[config.mk]
export PLATFORM = sky130hd
export DESIGN_NAME = fifo_param
export DESIGN_NICKNAME = d
export VERILOG_FILES = /design/src/rtl/fifo_pkg.sv /design/src/rtl/fifo_mem.sv /design/src/rtl/fifo_param.sv
export SDC_FILE = /design/constraint.sdc
export NUM_CORES = 1
export LEC_CHECK = 0
export CAP_MARGIN = 20
export CELL_PAD_IN_SITES_DETAIL_PLACEMENT = 1
export CELL_PAD_IN_SITES_GLOBAL_PLACEMENT = 1
export CORE_MARGIN = 8
export CORE_UTILIZATION = 43
export CTS_CLUSTER_DIAMETER = 200
export DETAILED_ROUTE_END_ITERATION = 16
export PLACE_DENSITY_LB_ADDON = 0.08
export SYNTH_ARGS = -nofsm -noshare
export SYNTH_HDL_FRONTEND = slang
export SYNTH_HIERARCHICAL = 1
export SYNTH_SLANG_ARGS = --single-unit
export TNS_END_PERCENT = 50
[constraint.sdc]
create_clock -name clk -period 2.6 [get_ports clk]
set_input_delay 0.26 -clock clk [delete_from_list [all_inputs] [get_ports clk]]
set_output_delay 0.26 -clock clk [all_outputs]
set_load 0.1 [all_outputs]
[src/rtl/fifo_pkg.sv]
// rtl/fifo_pkg.sv - shared FIFO status type and parameter helpers
package fifo_pkg;

  typedef struct packed {
    logic full;
    logic empty;
    logic afull;
    logic aempty;
    logic ovf;
    logic udf;
  } fifo_status_t;

  function automatic bit is_pow2(input int v);
    return (v > 0) && ((v & (v - 1)) == 0);
  endfunction

endpackage

[src/rtl/fifo_mem.sv]
// rtl/fifo_mem.sv - simple dual-port storage, sync write, async read
// Deliberately unreset so tools can map it onto RAM/MLAB primitives.
module fifo_mem #(
  parameter int DATA_W = 8,
  parameter int DEPTH  = 8,
  localparam int ADDR_W = $clog2(DEPTH)
) (
  input  logic              clk,
  input  logic              we_i,
  input  logic [ADDR_W-1:0] waddr_i,
  input  logic [DATA_W-1:0] wdata_i,
  input  logic [ADDR_W-1:0] raddr_i,
  output logic [DATA_W-1:0] rdata_o
);

  logic [DATA_W-1:0] mem_q [DEPTH];

  always_ff @(posedge clk) begin
    if (we_i) begin
      mem_q[waddr_i] <= wdata_i;
    end
  end

  assign rdata_o = mem_q[raddr_i];

endmodule

[src/rtl/fifo_param.sv]
// rtl/fifo_param.sv - parametrised FWFT synchronous FIFO with flush and sticky error flags
// Pointers carry an extra wrap bit so full/empty fall out of a pointer compare.
module fifo_param
  import fifo_pkg::*;
#(
  parameter int DATA_W   = 8,
  parameter int DEPTH    = 8,
  parameter int AF_LEVEL = 6,
  parameter int AE_LEVEL = 1,
  localparam int ADDR_W  = $clog2(DEPTH)
) (
  input  logic              clk,
  input  logic              rst,
  input  logic              flush,
  input  logic              w_en,
  input  logic [DATA_W-1:0] in_data,
  input  logic              r_en,
  output logic [DATA_W-1:0] out_data,
  output logic              q_full,
  output logic              q_empty,
  output logic              almost_full,
  output logic              almost_empty,
  output logic [ADDR_W:0]   contain_num,
  output logic              ovf,
  output logic              udf,
  input  logic              clr_err
);

  if (!is_pow2(DEPTH) || DEPTH < 2) begin : g_bad_depth
    $error("fifo_param: DEPTH must be a power of 2 and >= 2");
  end
  if (AF_LEVEL < 1 || AF_LEVEL > DEPTH) begin : g_bad_af
    $error("fifo_param: AF_LEVEL out of range 1..DEPTH");
  end
  if (AE_LEVEL < 0 || AE_LEVEL > DEPTH - 1) begin : g_bad_ae
    $error("fifo_param: AE_LEVEL out of range 0..DEPTH-1");
  end

  localparam logic [ADDR_W:0] AF_CNT = AF_LEVEL[ADDR_W:0];
  localparam logic [ADDR_W:0] AE_CNT = AE_LEVEL[ADDR_W:0];

  logic [ADDR_W:0] wr_ptr_q, wr_ptr_d;
  logic [ADDR_W:0] rd_ptr_q, rd_ptr_d;
  logic [ADDR_W:0] count;
  logic            ovf_q, ovf_d;
  logic            udf_q, udf_d;
  logic            wr_acc, rd_acc, mem_we;
  fifo_status_t    st;

  always_comb begin
    count     = wr_ptr_q - rd_ptr_q;
    st.empty  = (wr_ptr_q == rd_ptr_q);
    st.full   = (wr_ptr_q[ADDR_W] != rd_ptr_q[ADDR_W]) &&
                (wr_ptr_q[ADDR_W-1:0] == rd_ptr_q[ADDR_W-1:0]);
    st.afull  = (count >= AF_CNT);
    st.aempty = (count <= AE_CNT);
    st.ovf    = ovf_q;
    st.udf    = udf_q;
  end

  // A pop frees a slot this edge, so a full FIFO still accepts a write paired with a read.
  always_comb begin
    rd_acc   = r_en & ~st.empty;
    wr_acc   = w_en & (~st.full | r_en);
    wr_ptr_d = wr_ptr_q;
    rd_ptr_d = rd_ptr_q;
    ovf_d    = ovf_q;
    udf_d    = udf_q;
    if (flush) begin
      wr_ptr_d = '0;
      rd_ptr_d = '0;
    end else begin
      if (wr_acc) wr_ptr_d = wr_ptr_q + 1'b1;
      if (rd_acc) rd_ptr_d = rd_ptr_q + 1'b1;
      if (clr_err) begin
        ovf_d = 1'b0;
        udf_d = 1'b0;
      end
      if (w_en & st.full & ~r_en) ovf_d = 1'b1;
      if (r_en & st.empty)        udf_d = 1'b1;
    end
    mem_we = wr_acc & ~flush & ~rst;
  end

  always_ff @(posedge clk) begin
    if (rst) begin
      wr_ptr_q <= '0;
      rd_ptr_q <= '0;
      ovf_q    <= 1'b0;
      udf_q    <= 1'b0;
    end else begin
      wr_ptr_q <= wr_ptr_d;
      rd_ptr_q <= rd_ptr_d;
      ovf_q    <= ovf_d;
      udf_q    <= udf_d;
    end
  end

  fifo_mem #(
    .DATA_W (DATA_W),
    .DEPTH  (DEPTH)
  ) u_mem (
    .clk     (clk),
    .we_i    (mem_we),
    .waddr_i (wr_ptr_q[ADDR_W-1:0]),
    .wdata_i (in_data),
    .raddr_i (rd_ptr_q[ADDR_W-1:0]),
    .rdata_o (out_data)
  );

  assign q_full       = st.full;
  assign q_empty      = st.empty;
  assign almost_full  = st.afull;
  assign almost_empty = st.aempty;
  assign contain_num  = count;
  assign ovf          = st.ovf;
  assign udf          = st.udf;

endmodule

# [After elaboration in Yosys (flattened, before gate mapping)]
# Memories as Yosys holds them, arrays and structs flattened. A register that Yosys moved wholly into a read port is not among the register bits.
# Index checks and enable logic that the tools add are counted.
[classes] n_addsub=3 order_cmp=2 n_eq_ne=3 mux=7 bitwise_logic=13 n_reduce_logical=6
[op_table] cell="$add A4 B1 Y4 const B" n=2
[op_table] cell="$and A1 B1 Y1" n=7
[op_table] cell="$mux W3" n=2
[op_table] cell="$mux W1" n=5
[op_table] cell="$not A1 Y1" n=5
[op_table] cell="$eq A4 B4 Y1" n=1
[op_table] cell="$ge A4 B3 Y1 const B" n=1
[op_table] cell="$le A4 B1 Y1 const B" n=1
[op_table] cell="$reduce_and A2 Y1" n=2
[op_table] cell="$reduce_bool A2 Y1" n=2
[op_table] cell="$sub A4 B4 Y4" n=1
[op_table] cell="$eq A3 B3 Y1" n=1
[op_table] cell="$reduce_or A2 Y1" n=1
[op_table] cell="$logic_and A1 B1 Y1" n=1
[op_table] cell="$ne A1 B1 Y1" n=1
[op_table] cell="$or A1 B1 Y1" n=1
[word_totals] regBits=10 ramBits=64 input_bits=14 out_inout_bits=18 wordCells=39 mem_count=1
[memory_table] memory="u_mem.mem_q" depth=8 word_bits=8 rd=1 rd_ports_with_merged_regs=1 write_ports=1 line="fifo_mem.sv:16" source="logic [DATA_W-1:0] mem_q [DEPTH];"

# [Depth between registers and ports, before layout]
[logic_depth] ltp_word=9 ltp_mapped=7

# [By module]
# Netlist, hierarchy kept.
[modules_own_cells] mod="fifo_mem" n_inst=1 cells_per_inst=106 area_each_um2=2531.2 seq_area_each_um2=1921.8
[modules_own_cells] mod="fifo_param" n_inst=1 cells_per_inst=85 area_each_um2=671.9 seq_area_each_um2=200.2

# [Worst setup path before layout]
# Ideal clock, no wire load.
[synth_path] path_type="flip-flop to output port" from="register wr_ptr_q[0]" to="output almost_full" arrival_time_ns=3.923 required_time_ns=2.340 slack_ns=-1.583 stages_incl_launch_ff=7 n_path_buf=0 cell_sequence="dfxtp_1 -> inv_1 -> ha_1 -> fa_1 -> xnor2_1 -> nand2_1 -> o21ai_0"
[synth_via] elab_chain_len=2
[synth_rtl] item="start, declared" line="fifo_param.sv:42" source="logic [ADDR_W:0] wr_ptr_q, wr_ptr_d;"
[synth_rtl] item="start signal, assigned" line="fifo_param.sv:92" source="wr_ptr_q <= wr_ptr_d;"
[synth_rtl] item="$sub A4 B4 Y4" line="fifo_param.sv:51" source="count = wr_ptr_q - rd_ptr_q;"
[synth_rtl] item="via contain_num[2]" line="fifo_param.sv:23" source="output logic [ADDR_W:0] contain_num,"
[synth_rtl] item="$ge A4 B3 Y1" line="fifo_param.sv:55" source="st.afull = (count >= AF_CNT);"
[synth_rtl] item="end, declared" line="fifo_param.sv:21" source="output logic almost_full,"
# The timed path passes the listed nets, and every way through them passes these cells.

# [Worst setup path after layout]
[layout_path] from="register wr_ptr_q[1]" to="output almost_empty"
[layout_via] elab_chain_len=2
[layout_rtl] item="$sub A4 B4 Y4" line="fifo_param.sv:51"
[layout_rtl] item="$le A4 B1 Y1" line="fifo_param.sv:56" source="st.aempty = (count <= AE_CNT);"
[layout_rtl] item="end, declared" line="fifo_param.sv:22" source="output logic almost_empty,"
# No other way between the ends.

==> results.json <==
{
  "synth_top_area_cell": "edfxtp_1",
  "drive_above_1_share_pct": 24.90,
  "async_reset_ff_share_pct": 0,
  "synth-seq-cells": 74,
  "die_h_um": 102.3,
  "period_share_pct": 92.71,
  "crit_path_end_kind": "primary output",
  "synth_sequential_area_ratio_pct": 66.25,
  "dp_cells": 328,
  "p_leak_nw": 1.433,
  "clock-root-buffer": "clkbuf_8",
  "worstSetupStartpointType": "flip-flop",
  "multiInputGateArea_mm2": 0.001027,
  "viasPerCell": 5.265,
  "diodes": 0,
  "p_sw_share_pct": 21.62,
  "dr.pass1.iters": 4,
  "hp-class": "flip-flop to flip-flop",
  "crit_arrival_ps": 2150,
  "grt_pass1_vias": 1954,
  "cts-buffers-inserted": 9,
  "synth_top_flop_cell": "edfxtp_1",
  "period_needed_ps": 2410,
  "synth_top_area_share_pct": 60.00,
  "cp_max_fo": 10,
  "io_buffer_count": 31,
  "syn_nets": 211,
  "cts_hold_buf": 0,
  "seq_area_mm2": 0.002123,
  "drv_slew": 0,
  "syn_area_per_cell_um2": 16.77,
  "cap_viol_max_count": 0,
  "dieArea_mm2": 0.01047,
  "power.internal_mw": 2.052,
  "fin_cells": 344,
  "r2r_setup_slack_ps": 290,
  "max_freq_mhz": 414.9,
  "synth_common_cells": "edfxtp_1, nand2_1, mux4_1, nor2_1, dfxtp_1",
  "cts_buffer_depth": 2,
  "htree_levels": 3,
  "cp.required_ps": 2340,
  "worstMarginPinSlew_ps": 541.0,
  "ios": 32,
  "drcViolationCount": 0,
  "holdPathStages": 2,
  "clkPwrFrac_pct": 41.1,
  "nNetsFinal": 260,
  "seqPwrFrac_pct": 49.7,
  "fin_setup_tns_ps": 0,
  "start_util_pct": 44.16,
  "row_count": 31,
  "dp_hpwl_um": 4781,
  "cts.sinks": 74,
  "track_usage_pct": 14.26,
  "nFillCells": 680,
  "routedWlPerCell_um": 20.01,
  "relSlewSlack_pct": 63.81,
  "ys_types": 35,
  "tritoncts": "yes",
  "vias": 1811,
  "fp.coreArea_mm2": 0.007253,
  "gp_congestion": 0.8995,
  "clk_pin_slew_ps": 70,
  "fp.dieW_um": 102.3,
  "worst_slack_ps": 189.6,
  "status": "complete, no violations",
  "p_sw_uw": 565.9,
  "synth_area_leaders": "edfxtp_1, mux4_1, dfxtp_1",
  "setup_viol": 0,
  "powerDensity_mw_per_mm2": 636.1,
  "synthToLayoutAreaGrowth_pct": 28.48,
  "yosysMostFrequentCell": "edfxtp_1",
  "r2r_cells": 7,
  "critical_path_class": "flip-flop to primary output",
  "clk-insertion-delay-late_ps": 340,
  "netlist_area_mm2": 0.003203,
  "grt_overflow": 0,
  "routed_wl_um": 6883,
  "rsz0062_at_grt": "no",
  "ant_nets": 0,
  "hold_viol_final": 0,
  "pre_cts_ws_ps": 291.4,
  "peakVddDrop_mv": 0.3131,
  "syn_inst": 191,
  "fin_skew_ps": 7.535,
  "synth_warnings": 6,
  "drt-initial-drc-count": 90,
  "synth-edff-count": 64,
  "grt_max_degree": 19,
  "antenna_found_initial": 0,
  "comb_power_share_pct": 9.2,
  "grt_pass1_wl_um": 10670
}
[layer usage]
layer	wire [µm]	global-route usage, %	part of all wire (%)	up-vias
met4	139	6.885	2.0	0
met5	0	0	0	-
met2	3776	25.79	55	41
li1	-	-	-	849
met3	301	4.564	4.4	10
met1	2666	14.48	39	911
[final cells by class]
class / instances / share of cell area, %
Inverter: 7 / 0.6385
Timing Repair Buffer: 45 / 13.86
Tap cell: 99 / 3.010
Clock buffer: 12 / 3.527
Clock inverter: 4 / 2.402
Sequential cell: 74 / 51.60
Multi-Input combinational cell: 103 / 24.96
[worst max-delay path, stage by stage (launching register included)]
cell     delay, ps
dfxtp_1        540
inv_1          120
fa_1           520
xnor2_4        190
nor2_1         110
o21a_2         160
buf_12         170
[registers in the layout, indices dropped and copies added (netlist names)]
| register | flops |
|---|---|
| udf | 1 |
| wr_ptr_q | 4 |
| ovf | 1 |
| u_mem/mem_q | 64 |
| rd_ptr_q | 4 |
[worst paths after layout]
kind | start | to
worst max-delay path | wr_ptr_q[1]$_SDFFE_PP0P_ | almost_empty
worst min-delay path | ovf$_SDFFE_PP0P_ | ovf$_SDFFE_PP0P_
worst max register to register | wr_ptr_q[1]$_SDFFE_PP0P_ | u_mem/mem_q[0][2]$_DFFE_PP_
worst min register to register | ovf$_SDFFE_PP0P_ | ovf$_SDFFE_PP0P_
[power by group through the flow]
| stage | combinational [mW] | sequential, mW | clock, mW |
|---|---|---|---|
| after CTS | 0.244 | 1.30 | 1.10 |
| after global routing | 0.252 | 1.30 | 1.13 |
| after floorplan | 0.133 | 1.33 | 0 |
| after global placement | 0.237 | 1.33 | 0 |
| after detailed placement | 0.243 | 1.33 | 0 |
| final | 0.241 | 1.30 | 1.08 |
[cells by family (layout without fill, tap and decap cells)]
family,after synthesis,count (layout),synth area share [%]
AO/OA/AOI/OAI,12,12,2.148
XOR/XNOR,3,3,0.8205
adder cells (fa/ha/maj),6,6,2.578
buffers and inverters,14,68,2.422
flip-flops,74,74,66.25
multiplexers,32,32,18.32
AND/OR/NAND/NOR,50,50,7.462
[cell usage in the layout, fill, tap and decap left out, drive strengths merged, types with 2 or more instances in the layout]
cell	n
or3	4
nand2b	4
dfxtp	10
buf	32
nand2	19
mux2	8
nor2	11
ha	5
a21oi	7
edfxtp	64
a31oi	2
nor3	2
nand4	3
mux2i	8
and3	2
bufinv	3
mux4	16
clkbuf	12
inv	7
clkdlybuf4s50	13
xnor2	2
[through the flow]
| stage | utilization, % | instance area (µm²) | hold slack (ps) | power (mW) |
|---|---|---|---|---|
| 2_1_floorplan | - | 3227 | 329.1 | 1.466 |
| 3_3_place_gp | 53.36 | 3870 | 445.4 | 1.563 |
| 3_5_place_dp | 53.36 | 3870 | 452.9 | 1.569 |
| 4_1_cts | 56.72 | 4114 | 461.7 | 2.642 |
| 5_1_grt | 56.74 | 4115 | 503.0 | 2.684 |
| 6_report | 56.74 | 4115 | 462.1 | 2.618 |
[timing repair]
action,4_1_cts,5_1_grt
setup buffers,0,0
setup endpoints to repair,0,10
endpoints found under the hold margin,0,0
resized for setup,0,1
(Power assumes the default switching activity.)
